**src/rtl/mem_access_stage_pkg.sv**
```systemverilog
// Shared constants for the MEM stage: parameter defaults, FSM state encoding
// and the sizing rule for the access timeout counter.
// No logic of its own; imported by the interface, the MEM/WB register and the top.
package mem_access_stage_pkg;

  localparam int DATA_WIDTH_DEF     = 32;
  localparam int REG_ADDR_WIDTH_DEF = 4;
  localparam int ADDR_WIDTH_DEF     = 8;
  localparam int TIMEOUT_CYCLES_DEF = 15;

  // FSM state encoding, kept as plain constants so older tools and scripts
  // that probe the state register see stable numeric values.
  localparam logic [0:0] ST_IDLE   = 1'b0;
  localparam logic [0:0] ST_ACCESS = 1'b1;

  // The counter must be able to hold TIMEOUT_CYCLES itself, hence the +1.
  function automatic int timeout_cnt_width(input int timeout_cycles);
    return $clog2(timeout_cycles + 1);
  endfunction

endpackage

```
**src/rtl/mem_access_stage_if.sv**
```systemverilog
// Data-memory request/acknowledge bus between the MEM stage and the memory.
// Request side is registered in the stage; rdata is only meaningful while ack is high.
// ack is a single-cycle completion pulse; the stage holds req until ack or abort.
interface mem_access_stage_if
  import mem_access_stage_pkg::*;
#(
  parameter int DATA_WIDTH = DATA_WIDTH_DEF,
  parameter int ADDR_WIDTH = ADDR_WIDTH_DEF
) ();

  logic                  req;
  logic                  we;
  logic [ADDR_WIDTH-1:0] addr;
  logic [DATA_WIDTH-1:0] wdata;
  logic [DATA_WIDTH-1:0] rdata;
  logic                  ack;

  // The pipeline stage issues requests.
  modport master (
    output req,
    output we,
    output addr,
    output wdata,
    input  rdata,
    input  ack
  );

  // The data memory answers them.
  modport slave (
    input  req,
    input  we,
    input  addr,
    input  wdata,
    output rdata,
    output ack
  );

endinterface

```
**src/rtl/mem_access_stage_mem_wb.sv**
```systemverilog
// MEM/WB pipeline register: captures write-back data, destination and enable.
// Latency 1 cycle from a load request; a non-load cycle inserts a bubble.
// enable low freezes every field; bubbles clear only the write enable.
module mem_wb_reg
  import mem_access_stage_pkg::*;
#(
  parameter int DATA_WIDTH     = DATA_WIDTH_DEF,
  parameter int REG_ADDR_WIDTH = REG_ADDR_WIDTH_DEF
) (
  input  logic                      clk,
  input  logic                      reset,
  input  logic                      enable,
  input  logic                      load,
  input  logic [DATA_WIDTH-1:0]     data_in,
  input  logic [REG_ADDR_WIDTH-1:0] rd_addr_in,
  input  logic                      reg_wen_in,
  output logic [DATA_WIDTH-1:0]     wb_data_out,
  output logic [REG_ADDR_WIDTH-1:0] wb_rd_addr_out,
  output logic                      wb_reg_wen_out
);

  // Retire an instruction on load; otherwise push a bubble (data and rd held
  // so that the write-back bus does not toggle needlessly).
  always_ff @(posedge clk or posedge reset) begin
    if (reset) begin
      wb_data_out    <= '0;
      wb_rd_addr_out <= '0;
      wb_reg_wen_out <= 1'b0;
    end else if (enable) begin
      if (load) begin
        wb_data_out    <= data_in;
        wb_rd_addr_out <= rd_addr_in;
        wb_reg_wen_out <= reg_wen_in;
      end else begin
        wb_reg_wen_out <= 1'b0;
      end
    end
  end

endmodule

```
**src/rtl/mem_access_stage.sv**
```systemverilog
// MEM pipeline stage: drives data memory over req/ack and owns the MEM/WB register.
// Latency 1 cycle for ALU ops, 1+N for memory ops (N = ACCESS cycles up to the ack).
// Stalls upstream via combinational mem_stall; aborts after TIMEOUT_CYCLES without ack.
// Optional build macro MEM_ALIGN_CHECK_EN: reject misaligned memory ops without a request.
module mem_access_stage
  import mem_access_stage_pkg::*;
#(
  parameter int DATA_WIDTH     = DATA_WIDTH_DEF,
  parameter int REG_ADDR_WIDTH = REG_ADDR_WIDTH_DEF,
  parameter int ADDR_WIDTH     = ADDR_WIDTH_DEF,
  parameter int TIMEOUT_CYCLES = TIMEOUT_CYCLES_DEF
) (
  input  logic                      clk,
  input  logic                      reset,
  input  logic                      enable,
  input  logic [DATA_WIDTH-1:0]     alu_result_in,
  input  logic [DATA_WIDTH-1:0]     store_data_in,
  input  logic [REG_ADDR_WIDTH-1:0] rd_addr_in,
  input  logic                      reg_wen_in,
  input  logic                      mem_wen_in,
  input  logic                      is_mem_inst_in,
  input  logic                      is_load_in,
  mem_access_stage_if.master        dmem,
  output logic                      mem_stall,
  output logic [DATA_WIDTH-1:0]     wb_data_out,
  output logic [REG_ADDR_WIDTH-1:0] wb_rd_addr_out,
  output logic                      wb_reg_wen_out,
  output logic                      mem_error
);

  localparam int CNT_W = timeout_cnt_width(TIMEOUT_CYCLES);
  localparam logic [CNT_W-1:0] CNT_LAST = CNT_W'(TIMEOUT_CYCLES - 1);

  logic [0:0]            state;
  logic [CNT_W-1:0]      cnt;
  logic                  misaligned;
  logic                  issue;
  logic                  timeout_hit;
  logic                  wb_load;
  logic [DATA_WIDTH-1:0] wb_d_data;
  logic                  wb_d_wen;

`ifdef MEM_ALIGN_CHECK_EN
  assign misaligned = |alu_result_in[1:0];
`else
  assign misaligned = 1'b0;
`endif

  // A memory op in IDLE starts an access unless it is rejected for alignment.
  assign issue = (state == ST_IDLE) && is_mem_inst_in && !misaligned;

  // Last ACCESS cycle without an ack; an ack arriving now takes priority.
  assign timeout_hit = (state == ST_ACCESS) && !dmem.ack && (cnt == CNT_LAST);

  // Hold upstream while a request is being set up or is still outstanding.
  always_comb begin
    mem_stall = 1'b0;
    if (state == ST_IDLE) begin
      mem_stall = issue;
    end else begin
      mem_stall = !dmem.ack && !timeout_hit;
    end
  end

  // Select what, if anything, retires into MEM/WB at the next edge.
  always_comb begin
    wb_load   = 1'b0;
    wb_d_data = alu_result_in;
    wb_d_wen  = reg_wen_in;
    if (state == ST_IDLE) begin
      if (!is_mem_inst_in) begin
        wb_load = 1'b1;
      end else if (misaligned) begin
        wb_load   = 1'b1;
        wb_d_data = '0;
        wb_d_wen  = 1'b0;
      end
    end else if (dmem.ack) begin
      wb_load = 1'b1;
      if (is_load_in) begin
        wb_d_data = dmem.rdata;
      end
    end else if (timeout_hit) begin
      wb_load   = 1'b1;
      wb_d_data = '0;
      wb_d_wen  = 1'b0;
    end
  end

  // Access FSM, timeout counter and registered memory request.
  always_ff @(posedge clk or posedge reset) begin
    if (reset) begin
      state      <= ST_IDLE;
      cnt        <= '0;
      dmem.req   <= 1'b0;
      dmem.we    <= 1'b0;
      dmem.addr  <= '0;
      dmem.wdata <= '0;
    end else if (enable) begin
      if (state == ST_IDLE) begin
        if (issue) begin
          dmem.req   <= 1'b1;
          dmem.we    <= mem_wen_in;
          dmem.addr  <= alu_result_in[ADDR_WIDTH+1:2];
          dmem.wdata <= store_data_in;
          cnt        <= '0;
          state      <= ST_ACCESS;
        end
      end else begin
        if (dmem.ack || timeout_hit) begin
          dmem.req <= 1'b0;
          dmem.we  <= 1'b0;
          state    <= ST_IDLE;
        end else begin
          cnt <= cnt + CNT_W'(1);
        end
      end
    end
  end

  // Sticky error flag: set by a timeout abort or a rejected misaligned op.
  always_ff @(posedge clk or posedge reset) begin
    if (reset) begin
      mem_error <= 1'b0;
    end else if (enable) begin
      if (timeout_hit || ((state == ST_IDLE) && is_mem_inst_in && misaligned)) begin
        mem_error <= 1'b1;
      end
    end
  end

  mem_wb_reg #(
    .DATA_WIDTH     (DATA_WIDTH),
    .REG_ADDR_WIDTH (REG_ADDR_WIDTH)
  ) u_mem_wb_reg (
    .clk            (clk),
    .reset          (reset),
    .enable         (enable),
    .load           (wb_load),
    .data_in        (wb_d_data),
    .rd_addr_in     (rd_addr_in),
    .reg_wen_in     (wb_d_wen),
    .wb_data_out    (wb_data_out),
    .wb_rd_addr_out (wb_rd_addr_out),
    .wb_reg_wen_out (wb_reg_wen_out)
  );

endmodule

```
**src/flat_wrapper.sv**
```systemverilog
// flat-port wrapper written by rule: the top's interface ports become plain ports
module mem_access_stage_flat import mem_access_stage_pkg::*;
#(
  parameter int DATA_WIDTH     = DATA_WIDTH_DEF,
  parameter int REG_ADDR_WIDTH = REG_ADDR_WIDTH_DEF,
  parameter int ADDR_WIDTH     = ADDR_WIDTH_DEF,
  parameter int TIMEOUT_CYCLES = TIMEOUT_CYCLES_DEF
)
  (clk, reset, enable, alu_result_in, store_data_in, rd_addr_in, reg_wen_in, mem_wen_in, is_mem_inst_in, is_load_in, mem_stall, wb_data_out, wb_rd_addr_out, wb_reg_wen_out, mem_error, dmem_req, dmem_we, dmem_addr, dmem_wdata, dmem_rdata, dmem_ack);
  mem_access_stage_if #(.DATA_WIDTH(DATA_WIDTH), .ADDR_WIDTH(ADDR_WIDTH)) dmem_i ();
  input  logic clk;
  input  logic reset;
  input  logic enable;
  input  logic [DATA_WIDTH-1:0] alu_result_in;
  input  logic [DATA_WIDTH-1:0] store_data_in;
  input  logic [REG_ADDR_WIDTH-1:0] rd_addr_in;
  input  logic reg_wen_in;
  input  logic mem_wen_in;
  input  logic is_mem_inst_in;
  input  logic is_load_in;
  output logic mem_stall;
  output logic [DATA_WIDTH-1:0] wb_data_out;
  output logic [REG_ADDR_WIDTH-1:0] wb_rd_addr_out;
  output logic wb_reg_wen_out;
  output logic mem_error;
  output wire logic [$bits(dmem_i.req)-1:0] dmem_req;
  output wire logic [$bits(dmem_i.we)-1:0] dmem_we;
  output wire logic [$bits(dmem_i.addr)-1:0] dmem_addr;
  output wire logic [$bits(dmem_i.wdata)-1:0] dmem_wdata;
  input wire logic [$bits(dmem_i.rdata)-1:0] dmem_rdata;
  input wire logic [$bits(dmem_i.ack)-1:0] dmem_ack;
  assign dmem_req = dmem_i.req;
  assign dmem_we = dmem_i.we;
  assign dmem_addr = dmem_i.addr;
  assign dmem_wdata = dmem_i.wdata;
  assign dmem_i.rdata = dmem_rdata;
  assign dmem_i.ack = dmem_ack;
  mem_access_stage #(.DATA_WIDTH(DATA_WIDTH), .REG_ADDR_WIDTH(REG_ADDR_WIDTH), .ADDR_WIDTH(ADDR_WIDTH), .TIMEOUT_CYCLES(TIMEOUT_CYCLES)) u_core (.clk(clk), .reset(reset), .enable(enable), .alu_result_in(alu_result_in), .store_data_in(store_data_in), .rd_addr_in(rd_addr_in), .reg_wen_in(reg_wen_in), .mem_wen_in(mem_wen_in), .is_mem_inst_in(is_mem_inst_in), .is_load_in(is_load_in), .dmem(dmem_i), .mem_stall(mem_stall), .wb_data_out(wb_data_out), .wb_rd_addr_out(wb_rd_addr_out), .wb_reg_wen_out(wb_reg_wen_out), .mem_error(mem_error));
endmodule
```
**config.mk**
```make
export PLATFORM = sky130hd
export DESIGN_NAME = mem_access_stage_flat
export DESIGN_NICKNAME = d
export VERILOG_FILES = /design/src/rtl/mem_access_stage_pkg.sv /design/src/rtl/mem_access_stage_if.sv /design/src/rtl/mem_access_stage_mem_wb.sv /design/src/rtl/mem_access_stage.sv /design/src/flat_wrapper.sv
export SDC_FILE = /design/constraint.sdc
export NUM_CORES = 1
export LEC_CHECK = 0
export ABC_AREA = 1
export BUFFER_PORTS_ARGS = -buffer_cell sky130_fd_sc_hd__buf_2
export CAP_MARGIN = 0
export CORE_AREA = 5 5 100 102
export CTS_CLUSTER_DIAMETER = 60
export DETAILED_ROUTE_END_ITERATION = 10
export DIE_AREA = 0 0 105 107
export PLACE_DENSITY = 0.76
export SYNTH_ARGS = -nofsm -noshare
export SYNTH_HDL_FRONTEND = slang
export SYNTH_SLANG_ARGS = --single-unit
```
**constraint.sdc**
```tcl
create_clock -name clk -period 4.55 [get_ports clk]
set_input_delay 0.91 -clock clk [delete_from_list [all_inputs] [get_ports clk]]
set_output_delay 0.91 -clock clk [all_outputs]
set_load 0.01 [all_outputs]
```
After elaboration in Yosys (flattened, before gate mapping)
Index checks and enable logic that the tools add are counted.

Bits of input ports: 108. Flip-flop bits (word level): 85. Logic and storage cells: 52.

Reduce and logical (&&, ||, !) cells: 13. Equality and inequality tests: 3. Bitwise operators: 1. Multiplexer cells: 24. Add/sub/neg operators: 1.

Operators by type and width (count): $mux 32 (4); $mux 1 (17); $mux 4 (3); $reduce_and 3->1 (3); $add 4x1->4 const B (1); $eq 4x4->1 const B (1); $logic_and 1x1->1 (4); $ne 2x2->1 const B (2); $reduce_and 2->1 (2); $logic_not 1->1 (2); $reduce_bool 2->1 (1); $logic_or 1x1->1 (1); $not 1->1 (1).

Logic depth before layout (Yosys ltp)
Gate-level depths: netlist of run 1.

Word-level depth: 7. Depth in mapped cells: 9. Depth with buffers taken out: 8.

Hierarchy
From an unflattened synthesis of run 1, not the netlist that was laid out.

Cell total of the unflattened synthesis: 519. Area total of the unflattened synthesis: 4140.2 um^2.

Modules (own cells, without submodules): mem_access_stage (instances 1, seq. area each 1201.2 um^2, area an instance 2627.5 um^2, cells each 357); mem_wb_reg (instances 1, seq. area each 925.9 um^2, area an instance 1512.7 um^2, cells each 162).

Worst setup path after synthesis of run 1
Ideal clock, no wire load.

Kind: input to output. From: input dmem_ack. To: output mem_stall. Data required time: 3.640 ns. Cell stages on the path: 3. Slack: 2.415 ns. Path buffers: 0. Arrival time: 1.225 ns. Cells stage by stage: inv_1 > nand3_1 > nand2_1.

Cells in the longest elaborated chain, start to end: 6.

RTL lines: start: declaration (line flat_wrapper.sv:31) `input wire logic [$bits(dmem_i.ack)-1:0] dmem_ack;`; $logic_not 1->1 (*) (line mem_access_stage.sv:53, mem_access_stage.sv:61); $logic_and 1x1->1 (2 in series) (line mem_access_stage.sv:53) `assign timeout_hit = (state == ST_ACCESS) && !dmem.ack && (cnt == CNT_LAST);`; $logic_not 1->1 (line mem_access_stage.sv:61) `mem_stall = !dmem.ack && !timeout_hit;`; $logic_and 1x1->1 (*) (line mem_access_stage.sv:61); $mux 1 (*) (line mem_access_stage.sv:58) `if (state == ST_IDLE) begin`; end: declaration (line flat_wrapper.sv:21) `output logic mem_stall;`.

Mark *: on every way between the ends. The rest lies on a longest branch, timed or not.

Final worst setup path of run 1
From: register u_core.cnt[0]. To: register u_core.u_mem_wb_reg.wb_data_out[1].

Cells in the longest elaborated chain, start to end: 6. Elaborated cells between the ends (all ways): 9. Classes of those cells: eq/ne (1); mux (6); reduce/logical (2).

RTL lines: start: declaration (line mem_access_stage.sv:35) `logic [CNT_W-1:0] cnt;`; start signal: assignment (line mem_access_stage.sv:115) `cnt <= cnt + CNT_W'(1);`; $eq 4x4->1 (*) (line mem_access_stage.sv:53); $logic_and 1x1->1 (*) (line mem_access_stage.sv:53); $mux 1 (line mem_access_stage.sv:83) `end else if (timeout_hit) begin`; $mux 1 (line mem_access_stage.sv:78) `end else if (dmem.ack) begin`; $mux 1 (line mem_access_stage.sv:70) `if (state == ST_IDLE) begin`; $reduce_and 2->1 (no line); end signal: assignment (line mem_access_stage_mem_wb.sv:31) `wb_data_out <= data_in;`; end: declaration (line mem_access_stage_mem_wb.sv:17) `output logic [DATA_WIDTH-1:0] wb_data_out,`.

Marks and branches as above. A chain may end at the register's enable or synchronous reset.

==> results of run 1 <==
==> synthesized netlist by cell type <==
cell | number | area, sq um
nand2_1 | 278 | 1044
dfrtp_1 | 85 | 2127
nand3_1 | 36 | 180.2
nor2_1 | 36 | 135.1
inv_1 | 24 | 90.09
o21ai_0 | 24 | 120.1
buf_2 | 17 | 85.08
a21oi_1 | 14 | 70.07
o21ai_1 | 10 | 50.05
buf_4 | 8 | 60.06
inv_2 | 4 | 15.01
clkbuf_1 | 2 | 7.510
ha_1 | 2 | 25.02
nand4_1 | 2 | 12.51
buf_6 | 1 | 11.26
clkinv_1 | 1 | 3.750
nand3_2 | 1 | 10.01
nor2_2 | 1 | 6.260
nor2_4 | 1 | 11.26
o211ai_1 | 1 | 7.510
o21bai_1 | 1 | 7.510
o31ai_1 | 1 | 7.510
or2_2 | 1 | 6.260
xor2_1 | 1 | 8.760
==> final timing paths <==
| path | cells past startpoint | end | slack (ns) | start |
|---|---|---|---|---|
| setup / recovery | 8 | u_core.u_mem_wb_reg.wb_data_out[1] | 1.90 | u_core.cnt[0] |
| hold / removal | 2 | u_core.dmem.wdata[24] | 0.47 | u_core.dmem.wdata[24] |
| setup reg to reg | 8 | u_core.u_mem_wb_reg.wb_data_out[1] | 1.90 | u_core.cnt[0] |
| hold reg to reg | 2 | u_core.dmem.wdata[24] | 0.47 | u_core.dmem.wdata[24] |
| max in group asynchronous | 3 | u_core.dmem.wdata[25] | 2.88 | reset |
| min in group asynchronous | 2 | u_core.dmem.wdata[4] | 0.67 | reset |
==> per-stage QoR <==
stage | total power (W) | util (%)
floorplan | 0.001376 | -
CTS | 0.002210 | 58.06
detailed placement | 0.001676 | 55.88
global route | 0.002330 | 58.06
finish | 0.002184 | 58.06
global placement | 0.001653 | 55.88
==> registers in the layout (all words and copies together), names as in the netlist <==
register / flops
u_core.cnt: 4
u_core.dmem.addr: 8
u_core.dmem.req: 1
u_core.dmem.wdata: 32
u_core.dmem.we: 1
u_core.mem_error: 1
u_core.state: 1
u_core.u_mem_wb_reg.wb_data_out: 32
u_core.u_mem_wb_reg.wb_rd_addr_out: 4
u_core.u_mem_wb_reg.wb_reg_wen_out: 1
==> worst max-delay path, cell delays in order, from the launching register on <==
cell	delay, ns
dfrtp_1	0.42
inv_1	0.12
ha_1	0.20
nand3_1	0.09
nand3_1	0.13
nand3_2	0.66
inv_2	0.76
nand2_1	0.13
nand2_1	0.08
==> power by group <==
group / switching (W) / total, W / internal (W)
registers: 0.000103 / 0.00103 / 0.000924
logic: 0.000378 / 0.000627 / 0.000249
clock network: 0.000275 / 0.000531 / 0.000255
==> metal layers <==
| metal | vias up | GRT usage [%] |
|---|---|---|
| met3 | 24 | 4.094 |
| li1 | 2057 | - |
| met4 | 0 | 9.406 |
| met2 | 145 | 35.30 |
| met1 | 1887 | 26.18 |
| met5 | - | 0 |
==> final cells by class <==
| type | instances | area (sq um) |
|---|---|---|
| fillers | 883 | 3784 |
| flip-flops and latches | 85 | 2127 |
| multi-input cells | 410 | 1702 |
| repair buffers | 191 | 963.4 |
| well taps | 111 | 138.9 |
| clock buffers | 9 | 123.9 |
| inverters | 29 | 110.1 |
| clock inverters | 6 | 72.57 |
==> kinds of logic after synthesis <==
logic type,count (synthesis),share of synthesized area (%)
buf+inv,57,6.650
fa+ha+maj,2,0.6100
flops,85,51.86
xor+xnor,1,0.2136
compound gates,51,6.407
simple gates,356,34.26
==> flow_summary.toml, run 1 <==
[clock_tree]
cts_root_buf = "clkbuf_8"
cts_resized = 0
cts.clk_slew.worst_paths_ns = 0.09
insertion_delay_ns = 0.35
cts_made_buffers = 9
postCtsSetupBuffers = 0
cts_buffer_depth = 2
cts_tree = "yes"
clock_sinks = 85
cts_htree_levels = 3
ctsHoldBuffers = 0

[detailed_routing]
dr.max_layer_used = "met4"
ant_nets = 0
finalWirelength_mm = 11.91
firstDrtPassIters = 4
via_count = 4113
drc = 0
avgRoutedWirePerCell_um = 14.16
dr_wl_met3_um = 749
via_per_inst = 4.891
dr_wl_met2_mm = 5.785
wl_met1_mm = 5.047
drt_iter0_drc = 258

[layout]
syn2layout_area_growth_pct = 27.70
layout-drive-gt1-share_pct = 29.45
layout_commonest_cell = "nand2_1"
fin_area_sq_mm = 0.005238
antenna_cells = 0
layout_common_cells = "278 x nand2_1, 188 x buf_2, 85 x dfrtp_1"
final_cells = 841
fin_nets = 836

[global_routing]
grt_pass1_vias = 3984
grt_max_degree = 47
grt_util_all_layers_pct = 21.00
antenna_found_initial = 0
grt_overflow_total = 0
grt_pass1_wl_mm = 19.20

[place]
io_buffers = 188
dp.cells = 826
dp_slack_ns = 1.570
dp_hpwl_mm = 8.808
place_area_sq_mm = 0.005041
place.gp.congestion = 0.8508

[floorplan]
start_util_pct = 45.46
die_area_sq_mm = 0.01124
rows = 35
ioPinCount = 189
core_sq_mm = 0.009021
die_h_um = 107
die_w_um = 105

[sta]
whs_ns = 0.4716
relSlewSlack_pct = 38.52
final-setup-viol-count = 0
min_period_ns = 2.652
drv_slew = 0
rsz0062_at_grt = "false"
worstMarginPinSlew_ns = 0.9200
setup_ws_ns = 1.898
fmax_mhz = 377.0
fin_crit_sh_pct = 58.29
timing.setup.tns_ns = 0
clock-skew-final_ns = 0.01227
hold_violations = 0

[logic_synthesis]
yosysWarnings = 0
syn_avg_cell_area_sq_um = 7.430
yosysSeqAreaShare_pct = 51.86
synth_nets = 662
ys_types = 24
netlist_instances = 552
synthesis.area_sq_mm = 0.004101
ys_seq_elements = 85

[critical_path]
start_kind = "flop"
path_max_fanout = 43
arrival_ns = 2.94
timing_worst_setup_path_type = "flop to flop"
crit_required_ns = 4.84
critPathCaptureType = "flop"

[pwr]
vdd_drop_max_mv = 0.2012
leakage_nw = 3.139
powerDensity_mw_per_mm2 = 417.0

[run_status]
status = "finished clean"

[run]
maxCapViolCount = 0

[hold_path]
hp-class = "flop to flop"
(Power assumes the default switching activity.)
==> run 2, diff against run 1 <==
--- a/config.mk
+++ b/config.mk
@@ -8,11 +8,11 @@
 export ABC_AREA = 1
 export BUFFER_PORTS_ARGS = -buffer_cell sky130_fd_sc_hd__buf_2
 export CAP_MARGIN = 0
-export CORE_AREA = 5 5 100 102
+export CORE_AREA = 5 5 105 107
 export CTS_CLUSTER_DIAMETER = 60
 export DETAILED_ROUTE_END_ITERATION = 10
-export DIE_AREA = 0 0 105 107
-export PLACE_DENSITY = 0.76
+export DIE_AREA = 0 0 110 112
+export PLACE_DENSITY = 0.72
 export SYNTH_ARGS = -nofsm -noshare
 export SYNTH_HDL_FRONTEND = slang
 export SYNTH_SLANG_ARGS = --single-unit
==> constraint.sdc (replaced) <==
create_clock -name clk -period 2.3 [get_ports clk]
set_input_delay 0.46 -clock clk [delete_from_list [all_inputs] [get_ports clk]]
set_output_delay 0.46 -clock clk [all_outputs]
set_load 0.01 [all_outputs]
==> run 2 against run 1 <==
Worst hold slack worse by 0.30 ns. Worst setup slack got worse by 1.6 ns. Via count rose by 3.1%. Final area increased by 1.7%. First-iteration DRC count grew 3.9%. Sequential share of layout area shrank 0.68 points. Non-clock buffer count increased by 8. Clock-buffer cell count increased by 2. Critical path depth fell by 2. Die area increased by 9.7%. Combinational power increased by 100%. Critical endpoint is now mem_stall.
==> flow_summary.toml, run 2 (synthesis gave the netlist of run 1 again) <==
[run_status]
status = "finished clean"

[clock_tree]
postCtsSetupBuffers = 0
cts.clk_slew.worst_paths_ns = 0.09
clock_sinks = 85
ctsHoldBuffers = 0
cts_made_buffers = 9
cts_buffer_depth = 2
cts_resized = 0
cts_tree = "yes"
insertion_delay_ns = 0.35
cts_root_buf = "clkbuf_8"
cts_htree_levels = 3

[floorplan]
die_w_um = 110
die_area_sq_mm = 0.01232
core_sq_mm = 0.01005
ioPinCount = 189
rows = 37
die_h_um = 112
start_util_pct = 40.83

[place]
io_buffers = 188
place.gp.congestion = 0.8515
dp_hpwl_mm = 9.159

[detailed_routing]
avgRoutedWirePerCell_um = 14.13
drc = 0
via_count = 4242
drt_iter0_drc = 268
via_per_inst = 4.848
ant_nets = 0
firstDrtPassIters = 7
finalWirelength_mm = 12.37

[pwr]
leakage_nw = 3.169
powerDensity_mw_per_mm2 = 794.3
vdd_drop_max_mv = 0.4160

[hold_path]
hp-class = "input pin to async pin"

[critical_path]
rrSetupSlack_ns = 0.51
start_kind = "flop"
crit_start = "u_core.cnt[0]"
rr_endpoint = "u_core.u_mem_wb_reg.wb_data_out[14]"
r2r_cells = 8
timing_worst_setup_path_type = "flop to output pin"
r2r_start = "u_core.cnt[0]"
path_max_fanout = 4
arrival_ns = 1.58
crit_required_ns = 1.84
setup.worst_path.end = "mem_stall"
critPathCaptureType = "output pin"

[run]
maxCapViolCount = 0

[sta]
drv_slew = 0
rsz0062_at_grt = "false"
timing.setup.tns_ns = 0
whs_ns = 0.1702
fmax_mhz = 490.1
clock-skew-final_ns = 0.006996
hold_violations = 0
relSlewSlack_pct = 54.92
fin_crit_sh_pct = 88.72
final-setup-viol-count = 0
min_period_ns = 2.040
worstMarginPinSlew_ns = 0.6755

[global_routing]
antenna_found_initial = 1
grt_max_degree = 37
grt_pass1_vias = 4254
grt_overflow_total = 0
grt_util_all_layers_pct = 20.33
grt_pass1_wl_mm = 19.84

[layout]
layout_commonest_cell = "nand2_1"
nFillCells = 1012
antenna_cells = 0
syn2layout_area_growth_pct = 29.87
layout_common_cells = "278 x nand2_1, 188 x buf_2, 85 x dfrtp_1"
final-seq-area_sq_mm = 0.002127
multi_input_area_sq_mm = 0.001702
layout-drive-gt1-share_pct = 30.04
top_regs = "u_core.dmem.wdata x32, u_core.u_mem_wb_reg.wb_data_out x32, u_core.dmem.addr x8"
fin_nets = 844
run 2: cell types whose count changed in the layout (fill, tap and decap cells not counted), sizes merged:
cell | before | now
buf | 191 | 199
clkbuf | 9 | 11
bufinv | 1 | 0
clkinv | 5 | 4
clkinvlp | 1 | 2
run 2: layer usage:
layer | wire length (um) | share of wire, % | track usage [%] | vias to the layer above
met5 | 7 | 0.057 | 0 | -
met4 | 184 | 1.5 | 6.151 | 2
met3 | 1019 | 8.2 | 4.348 | 17
met2 | 6093 | 49 | 34.59 | 168
met1 | 5061 | 41 | 25.60 | 1988
li1 | - | - | - | 2067
run 2: per-stage QoR:
step           power [W]  setup slack, ns  instances  utilization [%]  area [sq um]
6_report        0.004231           0.2595        875            53.02          5326
5_1_grt         0.004549           0.1220        875            53.02          5326
4_1_cts         0.004294           0.2395        875            53.02          5326
3_5_place_dp    0.003337           0.3219        859            51.36          5160
3_3_place_gp    0.003295           0.3439        859            51.36          5160
2_1_floorplan   0.002723           0.8602        552                -          4105
run 2: worst max-delay path, cell delays in order (launching register included):
cell and delay (ns):
dfrtp_1 0.40, inv_1 0.08, ha_1 0.23, nand3_1 0.09, nand3_1 0.14, nand2_1 0.15, buf_2 0.14
run 2: area by class of cell:
cell class,count,share of cell area [%]
inverters,29,2.114
flip-flops and latches,85,39.93
well taps,136,3.195
repair buffers,199,19.69
clock buffers,11,2.467
clock inverters,5,0.6577
multi-input cells,410,31.95
run 2: how the worst min path moves through the flow:
| stage | from | end | slack (ns) | depth (start not counted) |
|---|---|---|---|---|
| CTS | reset | u_core.cnt[0] | 0.18 | 2 |
| global placement | u_core.dmem.wdata[20] | u_core.dmem.wdata[20] | 0.45 | 2 |
| floorplan | u_core.cnt[0] | u_core.cnt[0] | 0.50 | 2 |
| detailed placement | u_core.dmem.wdata[23] | u_core.dmem.wdata[23] | 0.45 | 2 |
| finish | reset | u_core.u_mem_wb_reg.wb_data_out[15] | 0.17 | 2 |
| global route | reset | u_core.u_mem_wb_reg.wb_data_out[25] | 0.20 | 2 |
run 2: where the power goes:
part | total (W) | switching (W) | internal, W
clock network | 0.000942 | 0.000546 | 0.000396
logic | 0.00126 | 0.000754 | 0.000511
registers | 0.00202 | 0.000197 | 0.00183
total | 0.00423 | 0.00150 | 0.00273
==> run 3, diff against run 2 <==
--- a/config.mk
+++ b/config.mk
@@ -8,11 +8,11 @@
 export ABC_AREA = 1
 export BUFFER_PORTS_ARGS = -buffer_cell sky130_fd_sc_hd__buf_2
 export CAP_MARGIN = 0
-export CORE_AREA = 5 5 105 107
+export CORE_AREA = 5 5 100 102
 export CTS_CLUSTER_DIAMETER = 60
 export DETAILED_ROUTE_END_ITERATION = 10
-export DIE_AREA = 0 0 110 112
-export PLACE_DENSITY = 0.72
+export DIE_AREA = 0 0 105 107
+export PLACE_DENSITY = 0.76
 export SYNTH_ARGS = -nofsm -noshare
 export SYNTH_HDL_FRONTEND = slang
 export SYNTH_SLANG_ARGS = --single-unit
==> constraint.sdc (replaced) <==
create_clock -name clk -period 2.25 [get_ports clk]
set_input_delay 0.45 -clock clk [delete_from_list [all_inputs] [get_ports clk]]
set_output_delay 0.45 -clock clk [all_outputs]
set_load 0.01 [all_outputs]
==> run 3 against run 2 <==
Clock power grew 13%. Sequential power is 2% higher. Critical endpoint unchanged. Worst hold slack gained 0.018 ns. Largest cell class unchanged. Routed wire length fell by 2.1%. Critical path type unchanged.
==> flow_summary.toml, run 3 (synthesis gave the netlist of run 1 again) <==
[global_routing]
antenna_found_initial = 0
grt_pass1_wl_mm = 19.71
grt_overflow_total = 0
grt_util_all_layers_pct = 21.33
grt_pass1_vias = 4032
grt_max_degree = 86

[hold_path]
hp-class = "input pin to async pin"

[sta]
timing.setup.tns_ns = 0
whs_ns = 0.1883
clock-skew-final_ns = 0.006160
hold_violations = 0
fin_crit_sh_pct = 89.51
final-setup-viol-count = 0
relSlewSlack_pct = 60.03
worstMarginPinSlew_ns = 0.5932
rsz0062_at_grt = "false"
fmax_mhz = 496.5
drv_slew = 0
min_period_ns = 2.014

[critical_path]
critPathCaptureType = "output pin"
critical_path.top_delay_family = "flip-flops"
slowest_delay_ns = 0.40
path_max_fanout = 4
crit_start = "u_core.cnt[0]"
crit_required_ns = 1.80
start_kind = "flop"
arrival_ns = 1.56
timing_worst_setup_path_type = "flop to output pin"
critPathBufInv = 2
crit_top_cell = "nand3_1"
critPathSlowestCell = "dfrtp_1"
crit_chain = "inv_1, ha_1, nand3_1, nand3_1, nand2_1, buf_2"
r2r_start = "u_core.cnt[0]"

[place]
place_area_sq_mm = 0.005121
place.gp.congestion = 0.8932
dp.cells = 833
dp_hpwl_mm = 8.858
io_buffers = 188

[clock_tree]
cts_tree = "yes"
cts_htree_levels = 3
clock_sinks = 85
cts_buffer_depth = 2
cts_made_buffers = 9
cts.clk_slew.worst_paths_ns = 0.10
insertion_delay_ns = 0.36
postCtsSetupBuffers = 0
ctsHoldBuffers = 0
cts_root_buf = "clkbuf_8"
cts_resized = 0

[detailed_routing]
drc = 0
via_count = 4208
finalWirelength_mm = 12.11
avgRoutedWirePerCell_um = 14.24
ant_nets = 0
via_per_inst = 4.951
drt_iter0_drc = 201
firstDrtPassIters = 5

[floorplan]
die_area_sq_mm = 0.01124
core_sq_mm = 0.009021
rows = 35
die_w_um = 105
ioPinCount = 189
die_h_um = 107
start_util_pct = 45.46

[layout]
fin_nets = 843
layout-drive-gt1-share_pct = 30.22
layout_common_cells = "278 x nand2_1, 188 x buf_2, 85 x dfrtp_1"
final_cells = 850
syn2layout_area_growth_pct = 29.59
fin_area_sq_mm = 0.005315
top_regs = "u_core.dmem.wdata x32, u_core.u_mem_wb_reg.wb_data_out x32, u_core.dmem.addr x8"
layout_commonest_cell = "nand2_1"

[pwr]
power.total_w = 0.004417
leakage_nw = 3.178
powerDensity_mw_per_mm2 = 831.0
vdd_drop_max_mv = 0.3794

[run_status]
status = "finished clean"

[run]
maxCapViolCount = 0
-- run 3: metrics by stage --
stage | util (%) | setup WS [ns]
finish | 58.92 | 0.2360
global route | 58.89 | 0.1249
CTS | 58.89 | 0.2288
detailed placement | 56.77 | 0.2829
global placement | 56.77 | 0.3572
floorplan | - | 0.8202
-- run 3: worst min-delay path, stage by stage --
cell        delay [ns]
buf_2             0.11
clkinvlp_4        0.07
buf_12            0.35
-- run 3: cell type report --
cell class | instances | area, sq um
fillers | 858 | 3706
flip-flops and latches | 85 | 2127
clock inverters | 6 | 53.80
clock buffers | 10 | 137.6
diodes | 1 | 2.502
inverters | 29 | 112.6
repair buffers | 198 | 1041
well taps | 111 | 138.9
multi-input cells | 410 | 1702
-- run 3: worst paths after layout --
check | end | slack [ns] | cells past startpoint
min | u_core.u_mem_wb_reg.wb_data_out[8] | 0.19 | 3
max in group asynchronous | u_core.u_mem_wb_reg.wb_data_out[1] | 1.69 | 3
max | mem_stall | 0.24 | 6
max reg2reg | u_core.u_mem_wb_reg.wb_data_out[4] | 0.47 | 8
min reg2reg | u_core.dmem.wdata[26] | 0.47 | 2
min in group clk | u_core.dmem.wdata[6] | 0.28 | 3
-- run 3: power by group --
group          internal [W]  leakage, nW  switching, W  total (W)
clock network      0.000451       0.0954      0.000611    0.00106
logic              0.000522         2.03      0.000763    0.00128
registers           0.00187         1.06      0.000203    0.00207
total               0.00284         3.18       0.00158    0.00442
-- run 3: routing by layer --
layer  global-route usage (%)  wire length [um]  up-vias
met2                    34.44              5809      188
met4                    7.032               203        0
li1                         -                 -     2073
met3                    4.214               921       17
met5                        0                 0        -
met1                    28.87              5171     1930
